<file path="config.mk">
export PLATFORM = sky130hd
export DESIGN_NAME = fetch_redirect_ctrl
export DESIGN_NICKNAME = d
export VERILOG_FILES = /design/src/rtl/fetch_redirect_ctrl_pkg.sv /design/src/rtl/fetch_redirect_ctrl_prio_sel.sv /design/src/rtl/fetch_redirect_ctrl.sv
export SDC_FILE = /design/constraint.sdc
export NUM_CORES = 1
export LEC_CHECK = 0
export CAP_MARGIN = 15
export CORE_MARGIN = 3
export CORE_UTILIZATION = 43
export CTS_CLUSTER_SIZE = 14
export DETAILED_ROUTE_END_ITERATION = 8
export GPL_ROUTABILITY_DRIVEN = 0
export PLACE_DENSITY = 0.87
export REMOVE_ABC_BUFFERS = 1
export SLEW_MARGIN = 20
export SYNTH_ARGS = -nofsm -noshare
export SYNTH_HDL_FRONTEND = slang
export SYNTH_SLANG_ARGS = --single-unit
</file>
<file path="constraint.sdc">
create_clock -name clk -period 2.75 [get_ports clk]
set_clock_uncertainty 0.05 [all_clocks]
set_input_delay 0.6875 -clock clk [delete_from_list [all_inputs] [get_ports clk]]
set_output_delay 0.6875 -clock clk [all_outputs]
set_load 0.03 [all_outputs]
</file>
<file path="src/rtl/fetch_redirect_ctrl_pkg.sv">
// Shared types for the fetch redirect controller: FSM states,
// redirect source encoding and the default boot vector.
package fetch_redirect_ctrl_pkg;

    localparam int          VADDR_W_DEF  = 32;
    localparam logic [31:0] RESET_PC_DEF = 32'hbfc0_0000;

    typedef enum logic [2:0] {
        BOOT,
        IDLE,
        PRED_DS,
        CORR_DS,
        ISSUE
    } redirect_state_t;

    typedef enum logic [1:0] {
        SRC_FLUSH,
        SRC_CORR,
        SRC_PRED
    } redirect_src_t;

endpackage

</file>
<file path="src/rtl/fetch_redirect_ctrl_prio_sel.sv">
// Combinational priority select: flush > correction > prediction.
// Ports: three qualified requests with targets in; winner valid/src/target out.
module fetch_redirect_ctrl_prio_sel
    import fetch_redirect_ctrl_pkg::*;
#(
    parameter int VADDR_W = VADDR_W_DEF
) (
    input  logic               flush_req,
    input  logic [VADDR_W-1:0] flush_target,
    input  logic               corr_req,
    input  logic [VADDR_W-1:0] corr_target,
    input  logic               pred_req,
    input  logic [VADDR_W-1:0] pred_target,
    output logic               sel_valid,
    output redirect_src_t      sel_src,
    output logic [VADDR_W-1:0] sel_target
);

    always_comb begin
        sel_valid  = 1'b0;
        sel_src    = SRC_PRED;
        sel_target = pred_target;
        priority case (1'b1)
            flush_req: begin
                sel_valid  = 1'b1;
                sel_src    = SRC_FLUSH;
                sel_target = flush_target;
            end
            corr_req: begin
                sel_valid  = 1'b1;
                sel_src    = SRC_CORR;
                sel_target = corr_target;
            end
            pred_req: begin
                sel_valid  = 1'b1;
                sel_src    = SRC_PRED;
                sel_target = pred_target;
            end
            default: ;
        endcase
    end

endmodule

</file>
<file path="src/rtl/fetch_redirect_ctrl.sv">
// Sequences flush, mispredict-correction and BPU redirects into IF,
// holding branch redirects until the delay slot has been fetched.
// Ports: flush_*/es_*/bpu_* sources, if_fire/redirect_ack from IF;
// registered redirect_valid/redirect_pc/flush_fetch/is_correction out.
module fetch_redirect_ctrl
    import fetch_redirect_ctrl_pkg::*;
#(
    parameter int                 VADDR_W  = VADDR_W_DEF,
    parameter logic [VADDR_W-1:0] RESET_PC = RESET_PC_DEF
) (
    input  logic               clk,
    input  logic               reset,
    input  logic               flush_ex,
    input  logic               flush_eret,
    input  logic               flush_tlb,
    input  logic [VADDR_W-1:0] flush_target,
    input  logic               es_verify_valid,
    input  logic               es_mispredict,
    input  logic [VADDR_W-1:0] es_target,
    input  logic               es_ds_fetched,
    input  logic               bpu_pred_valid,
    input  logic               bpu_pred_taken,
    input  logic [VADDR_W-1:0] bpu_pred_target,
    input  logic               if_fire,
    input  logic               redirect_ack,
    output logic               redirect_valid,
    output logic [VADDR_W-1:0] redirect_pc,
    output logic               flush_fetch,
    output logic               is_correction
);

    redirect_state_t    state;
    logic [VADDR_W-1:0] pend_target;

    logic               flush_req;
    logic               corr_req;
    logic               pred_req;
    logic               sel_valid;
    redirect_src_t      sel_src;
    logic [VADDR_W-1:0] sel_target;

    assign flush_req = flush_ex | flush_eret | flush_tlb;

    // Corrections only land while nothing stronger is committed;
    // in CORR_DS the first resolved branch already owns the redirect.
    assign corr_req = es_verify_valid & es_mispredict &
                      ((state == IDLE) | (state == PRED_DS));

    assign pred_req = bpu_pred_valid & bpu_pred_taken &
                      (state == IDLE) & ~is_correction;

    fetch_redirect_ctrl_prio_sel #(
        .VADDR_W (VADDR_W)
    ) u_prio_sel (
        .flush_req    (flush_req),
        .flush_target (flush_target),
        .corr_req     (corr_req),
        .corr_target  (es_target),
        .pred_req     (pred_req),
        .pred_target  (bpu_pred_target),
        .sel_valid    (sel_valid),
        .sel_src      (sel_src),
        .sel_target   (sel_target)
    );

    always_ff @(posedge clk) begin
        if (reset) begin
            state          <= BOOT;
            pend_target    <= '0;
            redirect_valid <= 1'b1;
            redirect_pc    <= RESET_PC;
            flush_fetch    <= 1'b0;
            is_correction  <= 1'b0;
        end else begin
            flush_fetch <= 1'b0;
            if (sel_valid && sel_src == SRC_FLUSH) begin
                state          <= ISSUE;
                redirect_valid <= 1'b1;
                redirect_pc    <= sel_target;
                flush_fetch    <= 1'b1;
                is_correction  <= 1'b0;
            end else begin
                unique case (state)
                    BOOT: begin
                        if (redirect_ack) begin
                            state          <= IDLE;
                            redirect_valid <= 1'b0;
                        end
                    end
                    IDLE, PRED_DS: begin
                        if (sel_valid && sel_src == SRC_CORR) begin
                            is_correction <= 1'b1;
                            if (es_ds_fetched) begin
                                state          <= ISSUE;
                                redirect_valid <= 1'b1;
                                redirect_pc    <= sel_target;
                                flush_fetch    <= 1'b1;
                            end else begin
                                state       <= CORR_DS;
                                pend_target <= sel_target;
                            end
                        end else if (sel_valid && sel_src == SRC_PRED) begin
                            state       <= PRED_DS;
                            pend_target <= sel_target;
                        end else if (state == PRED_DS && if_fire) begin
                            state          <= ISSUE;
                            redirect_valid <= 1'b1;
                            redirect_pc    <= pend_target;
                            flush_fetch    <= 1'b1;
                        end
                    end
                    CORR_DS: begin
                        if (if_fire) begin
                            state          <= ISSUE;
                            redirect_valid <= 1'b1;
                            redirect_pc    <= pend_target;
                            flush_fetch    <= 1'b1;
                        end
                    end
                    ISSUE: begin
                        if (redirect_ack) begin
                            state          <= IDLE;
                            redirect_valid <= 1'b0;
                            is_correction  <= 1'b0;
                        end
                    end
                    default: begin
                        state <= BOOT;
                    end
                endcase
            end
        end
    end

endmodule

</file>
; ---- Word-level counts from Yosys, hierarchy flattened
; Cells that the tools add are included.
[word_totals]
ff_bits = 70
output_inout_bits = 35
[classes]
n_eq_ne = 21
muxes = 41
n_bitwise = 10
n_reduce_logical = 19
[op_table]
columns = op, count
row1 = $mux W32, 11
row2 = $pmux W32 S2, 1
row3 = $mux W3, 7
row4 = $mux W1, 16
row5 = $ne A4 B4 Y1 const B, 4
row6 = $ne A3 B3 Y1 const B, 4
row7 = $pmux W3 S3, 1
row8 = $reduce_and A3 Y1, 3
row9 = $ne A2 B2 Y1 const B, 4
row10 = $eq A3 B2 Y1 const B, 2
row11 = $reduce_and A6 Y1, 1
row12 = $reduce_bool A3 Y1, 2
row13 = $reduce_or A2 Y1, 3
row14 = $and A1 B1 Y1, 5
row15 = $ne A5 B5 Y1 const B, 1
row16 = $reduce_and A5 Y1, 1
row17 = $logic_and A1 B1 Y1, 4
row18 = $mux W2, 2
row19 = $pmux W1 S2, 2
row20 = $reduce_and A4 Y1, 1
row21 = $reduce_bool A2 Y1, 2
row22 = $eq A3 B1 Y1 const B, 1
row23 = $eq A3 B3 Y1 const B, 1
row24 = $logic_not A3 Y1, 1
row25 = 8 further kinds, 11

; ---- Depth between registers and ports, before layout
; Gate-level depths: netlist (run 1).
[logic_depth]
word_depth = 11
ltp_mapped = 8

; ---- Cells and area by module
; From an unflattened synthesis (run 1), not the netlist that was laid out.
[hier_totals]
cells_unflattened = 481
area_unflattened_um2 = 3926.3
[by_module_without_submodules]
columns = module, n_inst, cells_per_inst, area_each_um2, seq_area_each_um2
row1 = fetch_redirect_ctrl, 1, 371, 3201.8, 1401.3
row2 = fetch_redirect_ctrl_prio_sel, 1, 110, 724.4, 0.0

; ---- Least setup slack after synthesis (run 1)
; No wires, ideal clock.
[synth_timing]
path_kind = in2reg
startpoint = input port flush_eret
endpoint = register redirect_pc[10]
setup_time_ps = 58
t_arrival_ps = 2161
required_ps = 2642
slack_ps = 481
stages = 6
path_buffers = 3
cell_sequence = or3_1 buf_2 a221oi_2 buf_2 buf_2 a31o_2
[synth_between]
elab_chain_len = 8
word_cells_on_any_way = 21
[synth_lines]
columns = item, line_no
row1 = "start, declared", fetch_redirect_ctrl.sv:14  ; input logic flush_eret,
row2 = $or A1 B1 Y1 * (2 in series), fetch_redirect_ctrl.sv:42  ; assign flush_req = flush_ex | flush_eret | flush_tlb;
row3 = $mux W2, fetch_redirect_ctrl_prio_sel.sv:23  ; priority case (1'b1)
row4 = $eq A2 B1 Y1, fetch_redirect_ctrl.sv:91  ; if (sel_valid && sel_src == SRC_CORR) begin
row5 = $logic_and A1 B1 Y1, fetch_redirect_ctrl.sv:91
row6 = $mux W32, fetch_redirect_ctrl.sv:91
row7 = $pmux W32 S2, fetch_redirect_ctrl.sv:83  ; unique case (state)
row8 = $mux W32, fetch_redirect_ctrl.sv:76  ; if (sel_valid && sel_src == SRC_FLUSH) begin
row9 = "end signal, assigned", fetch_redirect_ctrl.sv:79  ; redirect_pc <= sel_target;
row10 = "end signal, assigned", fetch_redirect_ctrl.sv:96  ; redirect_pc <= sel_target;
row11 = "end signal, assigned", fetch_redirect_ctrl.sv:108  ; redirect_pc <= pend_target;
row12 = "end, declared", fetch_redirect_ctrl.sv:27  ; output logic [VADDR_W-1:0] redirect_pc,
; Mark *: on every way between the ends. The rest lies on a longest branch, timed or not. The select of a mux whose other input is x is not followed.
; A chain may end at the register's enable or synchronous reset.

; ---- Final worst setup path (run 1)
[layout_timing]
startpoint = input port flush_eret
endpoint = register pend_target[22]
[layout_between]
elab_chain_len = 7
word_cells_on_any_way = 18
[layout_lines]
columns = item, line_no
row1 = $or A1 B1 Y1 * (2 in series), fetch_redirect_ctrl.sv:42
row2 = $mux W2, fetch_redirect_ctrl_prio_sel.sv:23
row3 = "$eq A2 B1 Y1, or another cell as far along", fetch_redirect_ctrl.sv:91
row4 = "$logic_and A1 B1 Y1, on equally long branches", "fetch_redirect_ctrl.sv:91, fetch_redirect_ctrl.sv:76, fetch_redirect_ctrl.sv:102"
row5 = "$ne A2 B2 Y1 (no line), or another cell as far along", n/a
row6 = $reduce_and A4 Y1 (no line), n/a
row7 = "end signal, assigned", fetch_redirect_ctrl.sv:100  ; pend_target <= sel_target;
row8 = "end signal, assigned", fetch_redirect_ctrl.sv:104  ; pend_target <= sel_target;
row9 = "end, declared", fetch_redirect_ctrl.sv:33  ; logic [VADDR_W-1:0] pend_target;
; Marked as above.

==> reports/results.ini, run 1 <==
[status]
status=complete, no violations

[worst_setup_path]
slowest_stage=or3_2
cp.required_ps=2940
max_stage_delay_ps=640
reg2reg_from=state[1]
crit_type=input port to register
r2r_end=pend_target[12]
start_kind=input port
critPathMaxFanout=19
cp.arrival_ps=2690
ff2ff_setup_slack_ps=640
reg2reg_depth=6
cp_common_cell=buf_4
worstPathCellList=clkdlybuf4s50_1, or3_2, buf_4, nor2_2, buf_4, a211oi_1, nor3_1
worstSetupEndpointType=register

[global_route]
grt-ovfl-total=0
grt_pass1_vias=3789
grt_usage_pct=24.1
grt_pass1_wl_mm=17.5
antenna_found_initial=0
grt_max_degree=40

[sta]
finalCriticalPeriod_ps=2500
relSlewSlack_pct=60.1
drv_slew=0
tightest_slew_ps=596
fin_crit_sh_pct=90.9
rsz0062_at_grt=no
fmaxAchievable_mhz=400
finalSetupTns_ps=0
final-setup-viol-count=0
hold_viol=0

[detailed_routing]
vias=3808
antenna_left=0
drtIter0Drc=210
dr.pass1.iters=5
routedWlPerCell_um=16.4
drc=0
routed_via_density=5.68
detail_route.wirelength_mm=11.0

[yosys]
synth_common_cells=70 x dfxtp_1, 61 x nor2_1, 59 x nand2_1
yosysTopAreaCell=dfxtp_1
synth_area_per_cell_sq_um=8.11
synthAdderAreaFrac_pct=0
yosysMostFrequentCell=dfxtp_1
synth_compound_area_share_pct=30.2
ys_types=43
synth_top_family_by_area=compound AO/OA/AOI/OAI gates
synth_seq_cells=70
synth-xor-area-share_pct=0.475
synth_edf_count=0
synth_top_area_share_pct=41.0
synth_ff_type=dfxtp_1
ys_warn_count=0
async_flop_share_pct=0
synth_area_leaders=dfxtp_1 41%, nor2_1 6.7%, nand2_1 6.5%
synth-simple-area-share_pct=22.6
syn_inst=422
netlist_area_sq_um=3420
ys_seq_area_share_pct=41.0
synth_mux_area_share_pct=0

[hold_path]
holdPathEnd=redirect_pc[7]
hold_class=register to register
hp-start=redirect_pc[7]
min_path_cells=1

[clocking]
cts-hold-fix-buffers=0
numCtsBuffers=9
clk_pin_slew_worst_paths_ps=80
cts.sinks=70
htree_levels=3
clockBufferDepth=2
tritoncts=yes
cts_resized=0
clkLatencyLatePin_ps=340
cts_root_buf=clkbuf_8
cts_setup_buffers=0

[placement]
dp.cells=654
dp_hpwl_mm=8.02
dpl_cell_area_sq_um=5090
port-buffer-count=142

[layout]
n_fill_cell=591
drive_above_1_share_pct=14.0
antennaDiodeCount=0
area_delta_synth_final_pct=54.6
nets=674
fin_area_sq_um=5290
fin_cells=670

[power]
power_density_nw_per_um2=451
power.total_mw=2.39
vdd_ir_drop_max_uv=252
p_leak_nw=1.89

[floorplan]
dieArea_sq_um=9060
die_x_um=95.2
fp.dieH_um=95.2
rows=31
num_io_pins=143
coreArea_sq_um=7490
start_util_pct=45.7

[flow_run]
drv_cap=0

cells by family (layout without fill, tap and decap cells):
logic type	after synthesis	count (layout)
compound gates	133	133
buf+inv	43	192
xor+xnor	1	1
flops	70	70
simple gates	175	175
placed cells by master, fill, tap and decap left out, drive strengths merged, types with 2 or more instances in the layout:
cell type / netlist / routed
a2111oi: 10 / 10
a211oi: 28 / 28
a21oi: 35 / 35
a221oi: 9 / 9
a311oi: 15 / 15
a31o: 10 / 10
a32o: 5 / 5
and3: 4 / 4
buf: 16 / 34
clkbuf: 26 / 9
clkdlybuf4s50: 0 / 141
clkinv: 0 / 4
dfxtp: 70 / 70
inv: 1 / 2
nand2: 59 / 59
nand3: 5 / 5
nor2: 61 / 61
nor3: 35 / 35
o21ai: 13 / 13
o31ai: 2 / 2
or3: 3 / 3
sequential cells by signal (all words and copies together) (netlist names):
signal / cells
pend_target: 32
redirect_pc: 32
state: 3
flush_fetch: 1
is_correction: 1
redirect_valid: 1
through the flow:
stage               setup WS (ps)  util (%)  hold slack (ps)
floorplan                    -710         -              419
global route                  167      70.7              465
detailed placement          -73.2      68.0              423
CTS                           284      70.7              442
global placement             33.9      68.0              415
finish                        249      70.7              434
cell type report:
type / instances / area (sq um) / area share (%)
clock inverter: 7 / 73.8 / 1.40
multi-input combinational: 309 / 1850 / 35.0
clock buffer: 9 / 124 / 2.34
timing repair buffer: 175 / 1710 / 32.4
sequential: 70 / 1400 / 26.5
tap: 99 / 124 / 2.34
inverter: 1 / 3.75 / 0.0709
worst max-delay path: cells and delay by family:
family / cells / cell delay, ps
AOI/OAI and AO/OA: 1 / 110
buffers and inverters: 3 / 900
and+or+nand+nor: 3 / 990
worst max-delay path by stage:
stage	slack [ps]	to	start
after global placement	30	pend_target[5]	es_verify_valid
after CTS	280	pend_target[27]	flush_eret
after floorplan	-710	pend_target[16]	flush_eret
after global routing	170	pend_target[27]	flush_eret
after detailed placement	-70	pend_target[27]	flush_eret
final	250	pend_target[22]	flush_eret
layer usage:
metal | share of wire [%] | global-route usage (%) | vias to the layer above
met2 | 50 | 42.9 | 174
met5 | 0 | 0 | -
met3 | 8.3 | 5.60 | 20
li1 | - | - | 1843
met1 | 39 | 27.9 | 1771
met4 | 1.9 | 9.13 | 0
where the power goes:
group          switching [mW]  total (mW)  leakage, nW  internal, mW
registers              0.0247        1.08        0.573          1.05
logic                   0.224       0.489         1.22         0.265
clock network           0.401       0.823       0.0996         0.422
total                   0.650        2.39         1.89          1.74
Power figures use the tool's default switching activity.
==> inputs of run 2 (changes only) <==
--- a/config.mk
+++ b/config.mk
@@ -7,11 +7,11 @@
 export LEC_CHECK = 0
 export CAP_MARGIN = 15
 export CORE_MARGIN = 3
-export CORE_UTILIZATION = 43
+export CORE_UTILIZATION = 44
 export CTS_CLUSTER_SIZE = 14
 export DETAILED_ROUTE_END_ITERATION = 8
 export GPL_ROUTABILITY_DRIVEN = 0
-export PLACE_DENSITY = 0.87
+export PLACE_DENSITY = 0.88
 export REMOVE_ABC_BUFFERS = 1
 export SLEW_MARGIN = 20
 export SYNTH_ARGS = -nofsm -noshare
==> constraint.sdc (replaced) <==
create_clock -name clk -period 3.2 [get_ports clk]
set_clock_uncertainty 0.05 [all_clocks]
set_input_delay 0.8 -clock clk [delete_from_list [all_inputs] [get_ports clk]]
set_output_delay 0.8 -clock clk [all_outputs]
set_load 0.03 [all_outputs]
==> run 2 against run 1 <==
Sequential power fell by 14%. Global-route usage increased by 0.052 points. Setup slack improved by 270 ps. First-iteration DRC count shrank 16%. Clock-buffer cell count increased by 1. Largest power group unchanged.
==> reports/results.ini, run 2 (synthesis results as in run 1) <==
[clocking]
cts_resized=0  ; unchanged
cts-hold-fix-buffers=0  ; unchanged
cts.sinks=70  ; unchanged
tritoncts=yes
cts_setup_buffers=0  ; unchanged
htree_levels=3  ; unchanged
clk_pin_slew_worst_paths_ps=70  ; about the same
numCtsBuffers=9  ; unchanged
clockBufferDepth=2  ; unchanged
cts_root_buf=clkbuf_8
clkLatencyLatePin_ps=340  ; about the same

[detailed_routing]
antenna_left=0  ; unchanged
dr.pass1.iters=4  ; -1
detail_route.wirelength_mm=10.9  ; -0.72%
vias=3771  ; -0.97%
drc=0  ; unchanged
drtIter0Drc=176  ; -16%
routedWlPerCell_um=16.7  ; +2.0%
routed_via_density=5.78  ; +1.8%

[floorplan]
rows=31  ; unchanged
die_x_um=94.2  ; -1.1%
fp.dieH_um=94.2  ; -1.1%
coreArea_sq_um=7410  ; -1.0%
dieArea_sq_um=8870  ; -2.1%
start_util_pct=46.2  ; +0.48 points
num_io_pins=143  ; unchanged

[status]
status=complete, no violations

[worst_setup_path]
slowest_stage=or3_1
cp.required_ps=3400  ; +460 ps
start_kind=input port
critPathMaxFanout=38  ; +19
path_buf_inv=2  ; -1
max_stage_delay_ps=550  ; -90 ps
cp.arrival_ps=2890  ; +200 ps
worstSetupEndpointType=register
crit_type=input port to register
worstPathCellList=clkdlybuf4s50_1, nand2_1, or3_1, buf_12, o21ai_0, a211oi_1, nor3_1
crit_family=simple AND/OR/NAND/NOR gates

[layout]
fin_cells=652  ; -2.7%
final_cell_mix=141 x clkdlybuf4s50_1, 70 x dfxtp_1, 60 x nor2_1
fin_area_sq_um=5150  ; -2.6%
n_fill_cell=574  ; -2.9%
area_delta_synth_final_pct=50.6
antennaDiodeCount=0  ; unchanged
layout_commonest_cell=clkdlybuf4s50_1
post-route-util_pct=69.6  ; -1.1 points
nets=657  ; -2.5%
top_regs=pend_target x32, redirect_pc x32, state x3
drive_above_1_share_pct=11.2  ; -2.8 points

[sta]
final-setup-viol-count=0  ; unchanged
fmaxAchievable_mhz=372
rsz0062_at_grt=no
layout_setup_ws_ps=515  ; +266 ps
hold_viol=0  ; unchanged
finalCriticalPeriod_ps=2690
tightest_slew_ps=677  ; +80.6 ps
fin_crit_sh_pct=83.9
whs_ps=442  ; +7.96 ps
finalSetupTns_ps=0  ; unchanged
drv_slew=0  ; unchanged
relSlewSlack_pct=54.7  ; -5.4 points

[power]
internal_power_mw=1.50  ; -14%
power_density_nw_per_um2=394  ; -13%
p_clk_share_pct=34.2  ; -0.3 points
power.total_mw=2.03  ; -15%
p_leak_nw=1.81  ; -4.2%
p_switching_mw=0.535  ; -18%
vdd_ir_drop_max_uv=215  ; -15%
combPwrFrac_pct=20.2  ; -0.3 points
power_frac_seq_pct=45.6  ; +0.5 points
p_sw_share_pct=26.4  ; -0.87 points

[hold_path]
hold_class=register to register

[placement]
dp_hpwl_mm=7.72  ; -3.8%
place_ws_ps=164  ; +237 ps
dpl_cell_area_sq_um=4970  ; -2.5%
port-buffer-count=142  ; unchanged
dp.cells=637  ; -2.6%

[global_route]
grt_max_degree=40  ; unchanged
grt_pass1_vias=3670  ; -3.1%
antenna_found_initial=0  ; unchanged
grt_pass1_wl_mm=17.1  ; -2.1%
grt-ovfl-total=0  ; unchanged
grt_usage_pct=24.2  ; +0.052 points

[flow_run]
drv_cap=0  ; unchanged

==> run 2: per-layer routing <==
metal | track usage [%] | part of all wire (%) | up-vias
met5 | 0 | 0 | -
met4 | 8.54 | 1.7 | 0
met3 | 7.69 | 9.6 | 16
met2 | 42.1 | 49 | 182
met1 | 27.6 | 40 | 1764
li1 | - | - | 1809
==> run 2: worst paths after layout <==
path	endpoint	slack [ps]	cells after the start	from
worst max-delay path	redirect_pc[14]	510	7	es_verify_valid
worst min-delay path	redirect_pc[6]	440	2	redirect_pc[6]
worst max register to register	redirect_pc[14]	970	6	state[0]
worst min register to register	redirect_pc[6]	440	2	redirect_pc[6]
==> run 2: layout make-up <==
| cell class | count | area, sq um | area share [%] |
|---|---|---|---|
| Clock inverter | 5 | 50.0 | 0.971 |
| Timing Repair Buffer | 158 | 1590 | 30.8 |
| Multi-Input combinational cell | 309 | 1850 | 35.9 |
| Inverter | 1 | 3.75 | 0.0728 |
| Sequential cell | 70 | 1400 | 27.2 |
| Clock buffer | 10 | 138 | 2.67 |
| Tap cell | 99 | 124 | 2.40 |
==> run 2: tightest hold or removal path: cells and delay by family, from the launching register on <==
kind             cells  cell delay (ps)
flip-flops           1              310
AND/OR/NAND/NOR      2              140
==> run 2: power groups by stage <==
stage / Combinational [mW] / Sequential (mW) / Clock [mW]
detailed placement: 0.409 / 0.945 / 0
CTS: 0.411 / 0.925 / 0.710
global placement: 0.404 / 0.943 / 0
floorplan: 0.0975 / 1.00 / 0
global route: 0.437 / 0.929 / 0.746
finish: 0.410 / 0.926 / 0.694
==> inputs of run 3 (changes only) <==
--- a/config.mk
+++ b/config.mk
@@ -7,11 +7,11 @@
 export LEC_CHECK = 0
 export CAP_MARGIN = 15
 export CORE_MARGIN = 3
-export CORE_UTILIZATION = 44
+export CORE_UTILIZATION = 43
 export CTS_CLUSTER_SIZE = 14
 export DETAILED_ROUTE_END_ITERATION = 8
 export GPL_ROUTABILITY_DRIVEN = 0
-export PLACE_DENSITY = 0.88
+export PLACE_DENSITY = 0.87
 export REMOVE_ABC_BUFFERS = 1
 export SLEW_MARGIN = 20
 export SYNTH_ARGS = -nofsm -noshare
==> constraint.sdc (replaced) <==
create_clock -name clk -period 2.55 [get_ports clk]
set_clock_uncertainty 0.05 [all_clocks]
set_input_delay 0.6375 -clock clk [delete_from_list [all_inputs] [get_ports clk]]
set_output_delay 0.6375 -clock clk [all_outputs]
set_load 0.03 [all_outputs]
==> run 3 against run 2 <==
Setup slack got worse by 370 ps. Sequential power rose by 25%. Clock power rose by 32%. Sequential share of layout area fell by 1.2 points. Critical path depth did not move. Critical endpoint is now pend_target[6].
==> reports/results.ini, run 3 (synthesis results as in run 1) <==
[worst_setup_path]
reg2reg_depth=6  ; unchanged
cp.required_ps=2760  ; -640 ps
critPathMaxFanout=19  ; -50%
reg2reg_from=state[2]
slowest_stage=or3_2
path_buf_inv=3  ; +1
crit_type=input port to register
crit_family=simple AND/OR/NAND/NOR gates
start_kind=input port
cp.arrival_ps=2610  ; -280 ps
r2r_end=pend_target[19]
worstSetupEndpointType=register
ff2ff_setup_slack_ps=430  ; -540 ps
cp_common_cell=buf_4
max_stage_delay_ps=640  ; +90 ps
worstPathCellList=clkdlybuf4s50_1, or3_2, buf_4, nor2_2, buf_4, a211oi_1, nor3_1

[layout]
layout_commonest_cell=clkdlybuf4s50_1
n_fill_cell=576  ; +0.35%
antennaDiodeCount=0  ; unchanged
nets=688  ; +4.7%
area_delta_synth_final_pct=57.8
top_regs=pend_target x32, redirect_pc x32, state x3
final_cell_mix=141 x clkdlybuf4s50_1, 70 x dfxtp_1, 60 x nor2_1
post-route-util_pct=72.2  ; +2.6 points
fin_cells=684  ; +4.9%
drive_above_1_share_pct=16.1  ; +4.9 points
fin_area_sq_um=5400  ; +4.8%

[detailed_routing]
drc=0  ; unchanged
vias=3861  ; +2.4%
routed_via_density=5.64  ; -2.4%
routedWlPerCell_um=16.2  ; -3.3%
antenna_left=0  ; unchanged
detail_route.wirelength_mm=11.0  ; +1.4%
drtIter0Drc=230  ; +31%
dr.pass1.iters=4  ; unchanged

[power]
vdd_ir_drop_max_uv=262  ; +22%
p_leak_nw=1.96  ; +8.0%
power_density_nw_per_um2=484  ; +23%
p_sw_share_pct=27.8  ; +1.5 points
p_clk_share_pct=35.2  ; +1.0 points
power_frac_seq_pct=44.4  ; -1.2 points
p_switching_mw=0.727  ; +36%
internal_power_mw=1.89  ; +26%
combPwrFrac_pct=20.5  ; +0.3 points

[hold_path]
min_path_cells=1  ; -1
hp-start=redirect_pc[7]
hold_class=register to register
holdPathEnd=redirect_pc[7]

[global_route]
antenna_found_initial=0  ; unchanged
grt_usage_pct=24.5  ; +0.31 points
grt-ovfl-total=0  ; unchanged
grt_pass1_vias=3908  ; +6.5%
grt_pass1_wl_mm=17.7  ; +3.7%
grt_max_degree=40  ; unchanged

[sta]
hold_viol=0  ; unchanged
layout_setup_ws_ps=141  ; -373 ps
rsz0062_at_grt=no
fmaxAchievable_mhz=415
drv_slew=0  ; unchanged
fin_crit_sh_pct=94.5
relSlewSlack_pct=56.7  ; +2.0 points
finalCriticalPeriod_ps=2410
tightest_slew_ps=648  ; -29.3 ps
final-setup-viol-count=0  ; unchanged

[clocking]
numCtsBuffers=9  ; unchanged
cts_setup_buffers=0  ; unchanged
htree_levels=3  ; unchanged
cts_resized=0  ; unchanged
clk_pin_slew_worst_paths_ps=90  ; +20 ps
clockBufferDepth=2  ; unchanged
cts_root_buf=clkbuf_8
clkLatencyLatePin_ps=340  ; about the same
cts-hold-fix-buffers=0  ; unchanged
cts.sinks=70  ; unchanged
tritoncts=yes

[floorplan]
die_x_um=95.2  ; +1.1%
start_util_pct=45.7  ; -0.48 points
num_io_pins=143  ; unchanged
fp.dieH_um=95.2  ; +1.1%
coreArea_sq_um=7490  ; +1.0%
dieArea_sq_um=9060  ; +2.2%
rows=31  ; unchanged

[status]
status=complete, no violations

[placement]
dp.cells=668  ; +4.9%
dp_hpwl_mm=8.05  ; +4.3%
dpl_cell_area_sq_um=5200  ; +4.7%
place_ws_ps=-177  ; -341 ps
port-buffer-count=142  ; unchanged

[flow_run]
drv_cap=0  ; unchanged

## run 3: cell types whose count changed in the layout (fill, tap and decap cells not counted), sizes merged
cell	change
buf	+31
clkbuf	-1
clkinvlp	+3
inv	+3
clkinv	-4
## run 3: how the worst max path moves through the flow
stage                                from         endpoint  slack, ps  depth (start not counted)
after detailed placement       flush_eret   pend_target[6]       -180                          7
final                          flush_eret   pend_target[6]        140                          7
after global placement         flush_eret  redirect_pc[19]       -100                          6
after global routing      es_verify_valid  redirect_pc[15]         10                          7
after CTS                      flush_eret   pend_target[6]        170                          7
after floorplan                flush_eret  pend_target[16]       -860                          4
## run 3: layout make-up
type                    count  area, sq um  area share [%]
clock buffers               9          124            2.29
clock inverters             7         78.8            1.46
inverters                   1         3.75          0.0695
multi-input cells         309         1850            34.3
flip-flops and latches     70         1400            25.9
well taps                  99          124            2.29
repair buffers            189         1820            33.7
## run 3: through the flow
stage	hold slack, ps	TNS [ps]	power (mW)
floorplan	419	-50760	1.38
global placement	414	-4510	1.71
detailed placement	424	-7890	1.72
CTS	445	0	2.63
global route	471	0	2.73
finish	439	0	2.61
## run 3: routing by layer
metal  wire length, um  part of all wire (%)  global-route usage [%]
met2              5420                    49                    42.3
met1              4470                    40                    28.4
met4               256                   2.3                    10.9
met5                 0                     0                       0
met3               898                   8.1                    6.08
## run 3: worst reg2reg max path, stage by stage (launching register included)
cell	delay [ps]
dfxtp_1	470
nor4b_2	330
nand4_1	260
a211oi_4	360
buf_12	220
nor2_1	80
a311oi_1	260
## run 3: power by group through the flow
stage / Sequential (mW) / Combinational (mW) / Clock, mW
6_report: 1.16 / 0.535 / 0.919
5_1_grt: 1.17 / 0.567 / 1.00
4_1_cts: 1.16 / 0.534 / 0.936
3_5_place_dp: 1.19 / 0.531 / 0
3_3_place_gp: 1.18 / 0.523 / 0
2_1_floorplan: 1.26 / 0.122 / 0
